### config.mk
export PLATFORM = sky130hd
export DESIGN_NAME = abc_frame_deser
export DESIGN_NICKNAME = d
export VERILOG_FILES = /design/src/rtl/abc_frame_deser.sv
export SDC_FILE = /design/constraint.sdc
export NUM_CORES = 1
export LEC_CHECK = 0
export ABC_AREA = 1
export ABC_CLOCK_PERIOD_IN_PS = 1300
export BUFFER_PORTS_ARGS = -buffer_cell sky130_fd_sc_hd__buf_4
export CORE_MARGIN = 4
export CORE_UTILIZATION = 50
export CTS_CLUSTER_SIZE = 12
export DETAILED_ROUTE_END_ITERATION = 8
export PLACE_DENSITY = 0.78
export SYNTH_ARGS = -nofsm -noshare
export SYNTH_HDL_FRONTEND = slang
export SYNTH_SLANG_ARGS = --single-unit
### constraint.sdc
create_clock -name clk -period 1.3 [get_ports clk]
set_clock_uncertainty 0.1 [all_clocks]
set_input_delay 0.13 -clock clk [delete_from_list [all_inputs] [get_ports clk]]
set_output_delay 0.13 -clock clk [all_outputs]
set_load 0.01 [all_outputs]
### src/rtl/abc_frame_deser.sv
// Serial-to-frame deserializer: groups every three accepted bits into an {A,B,C}
// operand frame behind a valid/ready output register with a one-frame reserve.
module abc_frame_deser #(
  parameter int CNT_W = 8
) (
  input  logic             clk,
  input  logic             rst,
  input  logic             sync_clr,
  input  logic             din,
  input  logic             din_valid,
  output logic             din_ready,
  output logic             A,
  output logic             B,
  output logic             C,
  output logic             out_valid,
  input  logic             out_ready,
  output logic [CNT_W-1:0] frame_cnt
);

  localparam logic [0:0] COLLECT = 1'b0;
  localparam logic [0:0] HOLD    = 1'b1;

  logic [0:0]       state_reg;
  logic [1:0]       idx_reg;
  logic [1:0]       slot_reg;
  logic [2:0]       hold_reg;
  logic             a_reg;
  logic             b_reg;
  logic             c_reg;
  logic             out_valid_reg;
  logic [CNT_W-1:0] cnt_reg;

  logic accept;
  logic handshake;
  logic slot_free;

  assign din_ready = (state_reg == COLLECT);
  // A bit arriving together with sync_clr is discarded along with the partial frame.
  assign accept    = din_valid && din_ready && !sync_clr;
  assign handshake = out_valid_reg && out_ready;
  assign slot_free = !out_valid_reg || out_ready;

  genvar gi;
  generate
    for (gi = 0; gi < 2; gi++) begin : g_slot
      always_ff @(posedge clk) begin
        if (rst) begin
          slot_reg[gi] <= 1'b0;
        end else if (accept && idx_reg == 2'(gi)) begin
          slot_reg[gi] <= din;
        end
      end
    end
  endgenerate

  always_ff @(posedge clk) begin
    if (rst) begin
      state_reg     <= COLLECT;
      idx_reg       <= 2'd0;
      hold_reg      <= 3'b000;
      a_reg         <= 1'b0;
      b_reg         <= 1'b0;
      c_reg         <= 1'b0;
      out_valid_reg <= 1'b0;
      cnt_reg       <= '0;
    end else begin
      if (handshake) begin
        cnt_reg <= cnt_reg + 1'b1;
      end
      case (state_reg)
        COLLECT: begin
          // A completing frame below overrides this drop, so back-to-back frames have no bubble.
          if (handshake) begin
            out_valid_reg <= 1'b0;
          end
          if (sync_clr) begin
            idx_reg <= 2'd0;
          end else if (accept) begin
            if (idx_reg == 2'd2) begin
              idx_reg <= 2'd0;
              if (slot_free) begin
                a_reg         <= slot_reg[0];
                b_reg         <= slot_reg[1];
                c_reg         <= din;
                out_valid_reg <= 1'b1;
              end else begin
                hold_reg  <= {slot_reg[0], slot_reg[1], din};
                state_reg <= HOLD;
              end
            end else begin
              idx_reg <= idx_reg + 2'd1;
            end
          end
        end
        default: begin
          if (handshake) begin
            a_reg     <= hold_reg[2];
            b_reg     <= hold_reg[1];
            c_reg     <= hold_reg[0];
            state_reg <= COLLECT;
          end
        end
      endcase
    end
  end

  assign A         = a_reg;
  assign B         = b_reg;
  assign C         = c_reg;
  assign out_valid = out_valid_reg;
  assign frame_cnt = cnt_reg;

endmodule

# == Word-level counts from Yosys, hierarchy flattened ==
# Cells that the tools add are included.
# op_classes
mux,32
n_bitwise,3
reduce_logical,16
n_addsub,2
n_eq_ne,4
# ops
operator,count
2-to-1 mux 1 bit,29
AND reduction 5 bit,2
adder 8 x 1 -> 8 bit (second input constant),1
nonzero test 2 bit,4
2-to-1 mux 2 bit,3
logical AND 1 bit,5
!= test 2 x 1 -> 1 bit (second input constant),2
inverter 1 bit,3
adder 2 x 1 -> 2 bit (second input constant),1
== test 2 x 1 -> 1 bit (second input constant),1
== test 2 bit (second input constant),1
zero test 1 bit,2
zero test 2 bit,1
AND reduction 2 bit,1
logical OR 1 bit,1
# totals
inputBits,6
elab_cells,67
output_inout_bits,13
ff_bits,20

# == Logic depth before layout (Yosys ltp) ==
# logic_depth
ltp_word,7
mapped_depth,7
ltp_nobuf,7

# == Worst setup path before layout ==
# Ideal clock, no wire load.
# synth_timing
path_type,reg-to-reg
start,register out_valid_reg (netlist: out_valid)
end,register cnt_reg[7] (netlist: frame_cnt[7])
period_less_slack_ns,1.211
path_buffers,0
t_required_ns,1.087
arrival_time_ns,0.998
setup_ns,0.113
path_stages_with_launch,6
path_slack_ns,0.089
path_cell_list,dfxtp_1 -> nand3_1 -> nor2_1 -> nand3_1 -> nor2_1 -> nor2_1
# synth_via
elab_chain_cells,1
# synth_rtl
item,line,text
"start, declared",30,logic out_valid_reg;
"start signal, assigned",64,out_valid_reg <= 1'b0;
"start signal, assigned",74,out_valid_reg <= 1'b0;
"start signal, assigned",85,out_valid_reg <= 1'b1;
logical AND 1 bit,40,assign handshake = out_valid_reg && out_ready;
"end signal, assigned",68,cnt_reg <= cnt_reg + 1'b1;
"end, declared",31,logic [CNT_W-1:0] cnt_reg;
# No other way between the ends.
# A chain may end at the register's enable or synchronous reset.

# == Worst setup path after layout ==
# layout_timing
start,register state_reg
end,register hold_reg[0]
# layout_via
elab_chain_cells,4
# layout_rtl
item,line,text
"start, declared",23,logic [0:0] state_reg;
"start signal, assigned",58,state_reg <= COLLECT;
"start signal, assigned",88,state_reg <= HOLD;
"start signal, assigned",100,state_reg <= COLLECT;
inverter 1 bit (no source line) *,--,
logical AND 1 bit (2 in series),39,assign accept = din_valid && din_ready && !sync_clr;
AND reduction 5 bit (no source line) *,--,
"end signal, assigned",87,"hold_reg <= {slot_reg[0], slot_reg[1], din};"
"end, declared",26,logic [2:0] hold_reg;
# Every way passes the cells marked *; elsewhere a longest branch is shown, timed or not.

==> summary.md <==
| Metric | Value |
|---|---|
| Clock sink total | 20 |
| Horizontal die dimension | 51.8 microns |
| CTS clk-pin slew, worst paths | 0.11 ns |
| Number of global-route vias before repair | 890 |
| Final setup slack of the worst path | 0.0488 ns |
| FF+latch count, synth | 20 |
| Vert. Die Dim | 51.8 microns |
| Transition at the pin with the smallest max-transition slack | 0.254 ns |
| Global-route wire length before repair | 3.55 mm |
| RSZ-0062 raised after global routing | true |
| Fin. Hold Viols | 0 |
| Number of remaining DRC errors | 0 |
| Result of the run | finished clean |
| TritonCTS clock tree | yes |
| Sequential group share of total power | 57.9% |
| Total routed wirelength | 2.15 mm |
| Switching component of the power | 0.240 mW |
| Count of filler cells inserted in the layout | 147 |
| Worst Setup End Kind | flop |
| Worst setup slack before clock tree synthesis | -0.0577 ns |
| CTS HTree Levels | 1 |
| Switching part of the total power | 22.4% |
| Routed Antenna Nets | 0 |
| Layout cells sized above 1 | 25.6% |
| Number of antenna violations at the first check in global routing | 0 |
| Ys async rst share | 0% |
| Number of nets in the synthesized netlist | 147 |
| Kind of start point of the critical path | flop |
| Final core area utilization | 71.3% |
| Vias per Instance | 4.81 |
| Die ar. | 2680 sq um |
| Total via count after detailed routing | 947 |
| Library cell occupying the most area in the post-synthesis netlist | sky130_fd_sc_hd__dfxtp_1 |
| Post-synthesis adder-cell area fraction | 1.31% |
| Synthesis Warnings | 0 |
| MaxCap Viol Count | 0 |
| Aggregate global routing overflow | 0 |
| Worst hold-check path type | input pin to flop |
| Share of synthesized area spent on multiplexers | 0% |
| Clock insertion delay at the later pin of the skew report | 0.30 ns |
| Antenna diode instance count | 0 |
| Synth Flop Type | sky130_fd_sc_hd__dfxtp_1 |
| GRT Overall Usage | 17.4% |
| Largest fanout on the critical path | 7 |
| Peak clock frequency supported by timing | 799 MHz |
| Dpl hpwl | 1.56 mm |
| Final worst-path cycle share | 96.2% |
| Pin count of the biggest net entering global routing | 14 |
| Leading cell types by total area after synthesis | sky130_fd_sc_hd__dfxtp_1 42%, sky130_fd_sc_hd__nand2_1 12%, sky130_fd_sc_hd__nor2_1 12%, sky130_fd_sc_hd__inv_1 6.7%, sky130_fd_sc_hd__nand3_1 5.2% |
| Arrival time of data at the critical path endpoint | 1.40 ns |
| Number of flops mapped to enable cells by yosys | 0 |
| Number of buffers added by the clock tree synthesis step | 3 |
| Reported leakage power | 0.561 nW |
| Distinct cells, synth | 18 |
| Number of optimization iterations in the first detailed-route pass | 5 |
| Area fraction in and, or, nand and nor cells after synthesis | 36.3% |
| Critical Setup Path Class | flop to flop |
| Clock network fraction of design power | 33.7% |
| Dominant combinational cell family by area after synthesis | simple AND/OR/NAND/NOR gates |
| Mean post-synth cell area | 6.84 sq um |
| Top-count cell post-synth | sky130_fd_sc_hd__nand2_1 |
| CTS root buffer | sky130_fd_sc_hd__clkbuf_4 |
| Worst-case reg-to-reg path depth | 5 |
| Worst-case headroom to the max-slew limit | 83.0% |
| Power density over the cells | 849 nW/um^2 |
| Share of the synthesized area in compound gates (AO/OA/AOI/OAI) | 11.1% |
| Max clock buf depth | 2 |
| Area share of the leading cell type in the synthesized netlist | 41.8% |
| Post-synthesis instance area | 957 sq um |
| Flip-flop count of the largest register after layout | 8 |
| Worst EP required | 1.45 ns |
| Part of the Yosys area used for sequential elements | 41.8% |
| Area Growth Syn to Fin | 31.4% |
| Detailed Route Iter0 Violations | 15 |
| Combinational fraction of design power | 8.3% |
| Number of max-slew violations in the final report | 0 |
| Routed len/inst | 10.9 microns |
| Hold path cells | 4 |
| Most numerous cell types in the synthesized netlist | 31 x sky130_fd_sc_hd__nand2_1, 30 x sky130_fd_sc_hd__nor2_1, 20 x sky130_fd_sc_hd__dfxtp_1 |
| Quantity of I/O buffers inserted on ports | 18 |
| Maximum VDD drop | 0.806 mV |
| Final Setup Violations | 0 |
| # nets final | 180 |
| Final period demand of the worst path | 1.25 ns |
| Xor and xnor area share after synthesis | 0% |
| Internal power | 0.828 mW |
| Starting Density | 54.3% |
| Core footprint | 1760 sq um |
| Routability congestion estimate | 0.819 |
| Row count | 15 |
| Num ports | 19 |
| Gate Count Post-Synth | 140 |
-- final timing paths --
kind              slack, ns          end        start
setup reg to reg       0.05  hold_reg[0]    state_reg
hold / removal         0.04    out_valid     sync_clr
setup / recovery       0.05  hold_reg[0]    state_reg
hold reg to reg        0.38  slot_reg[0]  slot_reg[0]
-- stage by stage --
stage	setup TNS [ns]	total power [mW]	cell area [sq um]	hold slack, ns	std cells
2_1_floorplan	0	0.674	957	0.0991	140
3_3_place_gp	-0.0145	0.700	1140	0.251	186
3_5_place_dp	-0.139	0.701	1140	0.253	186
4_1_cts	0	1.06	1200	0.0478	192
5_1_grt	-0.0814	1.11	1260	0.0636	197
6_report	0	1.07	1260	0.0444	197
-- critical path, cell delays in order (launching register included) --
cell and delay, ns:
sky130_fd_sc_hd__dfxtp_4 0.39, sky130_fd_sc_hd__nor3_4 0.28, sky130_fd_sc_hd__nand3_2 0.20, sky130_fd_sc_hd__nand2_1 0.11, sky130_fd_sc_hd__nand2_1 0.05, sky130_fd_sc_hd__nor2_1 0.07
-- power by group through the flow --
stage	logic, mW	clock network, mW	registers, mW
final	0.0890	0.360	0.619
after global routing	0.0980	0.390	0.620
after CTS	0.0717	0.369	0.621
after detailed placement	0.0665	0	0.635
after global placement	0.0656	0	0.635
after floorplan	0.0394	0	0.634
-- cell type report --
| cell class | count | area [sq um] | area share [%] |
|---|---|---|---|
| multi-input combinational | 100 | 477 | 37.9 |
| sequential | 20 | 405 | 32.2 |
| timing repair buffer | 30 | 234 | 18.6 |
| inverter | 18 | 73.8 | 5.87 |
| clock buffer | 4 | 36.3 | 2.89 |
| tap | 25 | 31.3 | 2.49 |
-- cells by family after synthesis --
kind of cell / Yosys count
compound gates: 19
fa+ha+maj: 1
buf+inv: 20
flops: 20
simple gates: 80
-- cell usage in the layout, fill, tap and decap left out --
master                          Yosys  routed
sky130_fd_sc_hd__a21oi_1            8       8
sky130_fd_sc_hd__dfxtp_2            0       1
sky130_fd_sc_hd__buf_6              2       1
sky130_fd_sc_hd__ha_1               1       1
sky130_fd_sc_hd__inv_1             17      16
sky130_fd_sc_hd__nor3_4             1       1
sky130_fd_sc_hd__nand2_1           31      31
sky130_fd_sc_hd__nor2_2             3       4
sky130_fd_sc_hd__a31oi_1            1       1
sky130_fd_sc_hd__nand2_2            1       1
sky130_fd_sc_hd__nand3_2            1       1
sky130_fd_sc_hd__dfxtp_1           20      18
sky130_fd_sc_hd__nor2_4             0       1
sky130_fd_sc_hd__nor3_1             1       1
sky130_fd_sc_hd__nand3_1           10      10
sky130_fd_sc_hd__clkbuf_8           0       1
sky130_fd_sc_hd__inv_4              0       1
sky130_fd_sc_hd__nor2_1            30      28
sky130_fd_sc_hd__o21ai_0            6       6
sky130_fd_sc_hd__o21a_1             4       4
sky130_fd_sc_hd__dfxtp_4            0       1
sky130_fd_sc_hd__dlygate4sd3_1      0       2
sky130_fd_sc_hd__clkbuf_4           0       4
sky130_fd_sc_hd__clkinvlp_4         0       1
sky130_fd_sc_hd__buf_4              0      26
sky130_fd_sc_hd__nand4_1            2       2
-- routing by layer --
layer  GRT usage (%)  vias up  share of wire (%)
met3            6.02        2                5.7
met4            1.75        0               0.56
met5               0        -                  0
met2            32.0       20                 49
li1                -      504                  -
met1            19.9      421                 45
-- timing repair --
item | in CTS | in global routing
endpoints found under the setup margin | 4 | 14
setup buffers | 0 | 5
hold endpoints to repair | 6 | 0
gates resized for setup | 2 | 8
hold buffers | 2 | 0
Note: power is estimated with default switching activity, not from simulation.
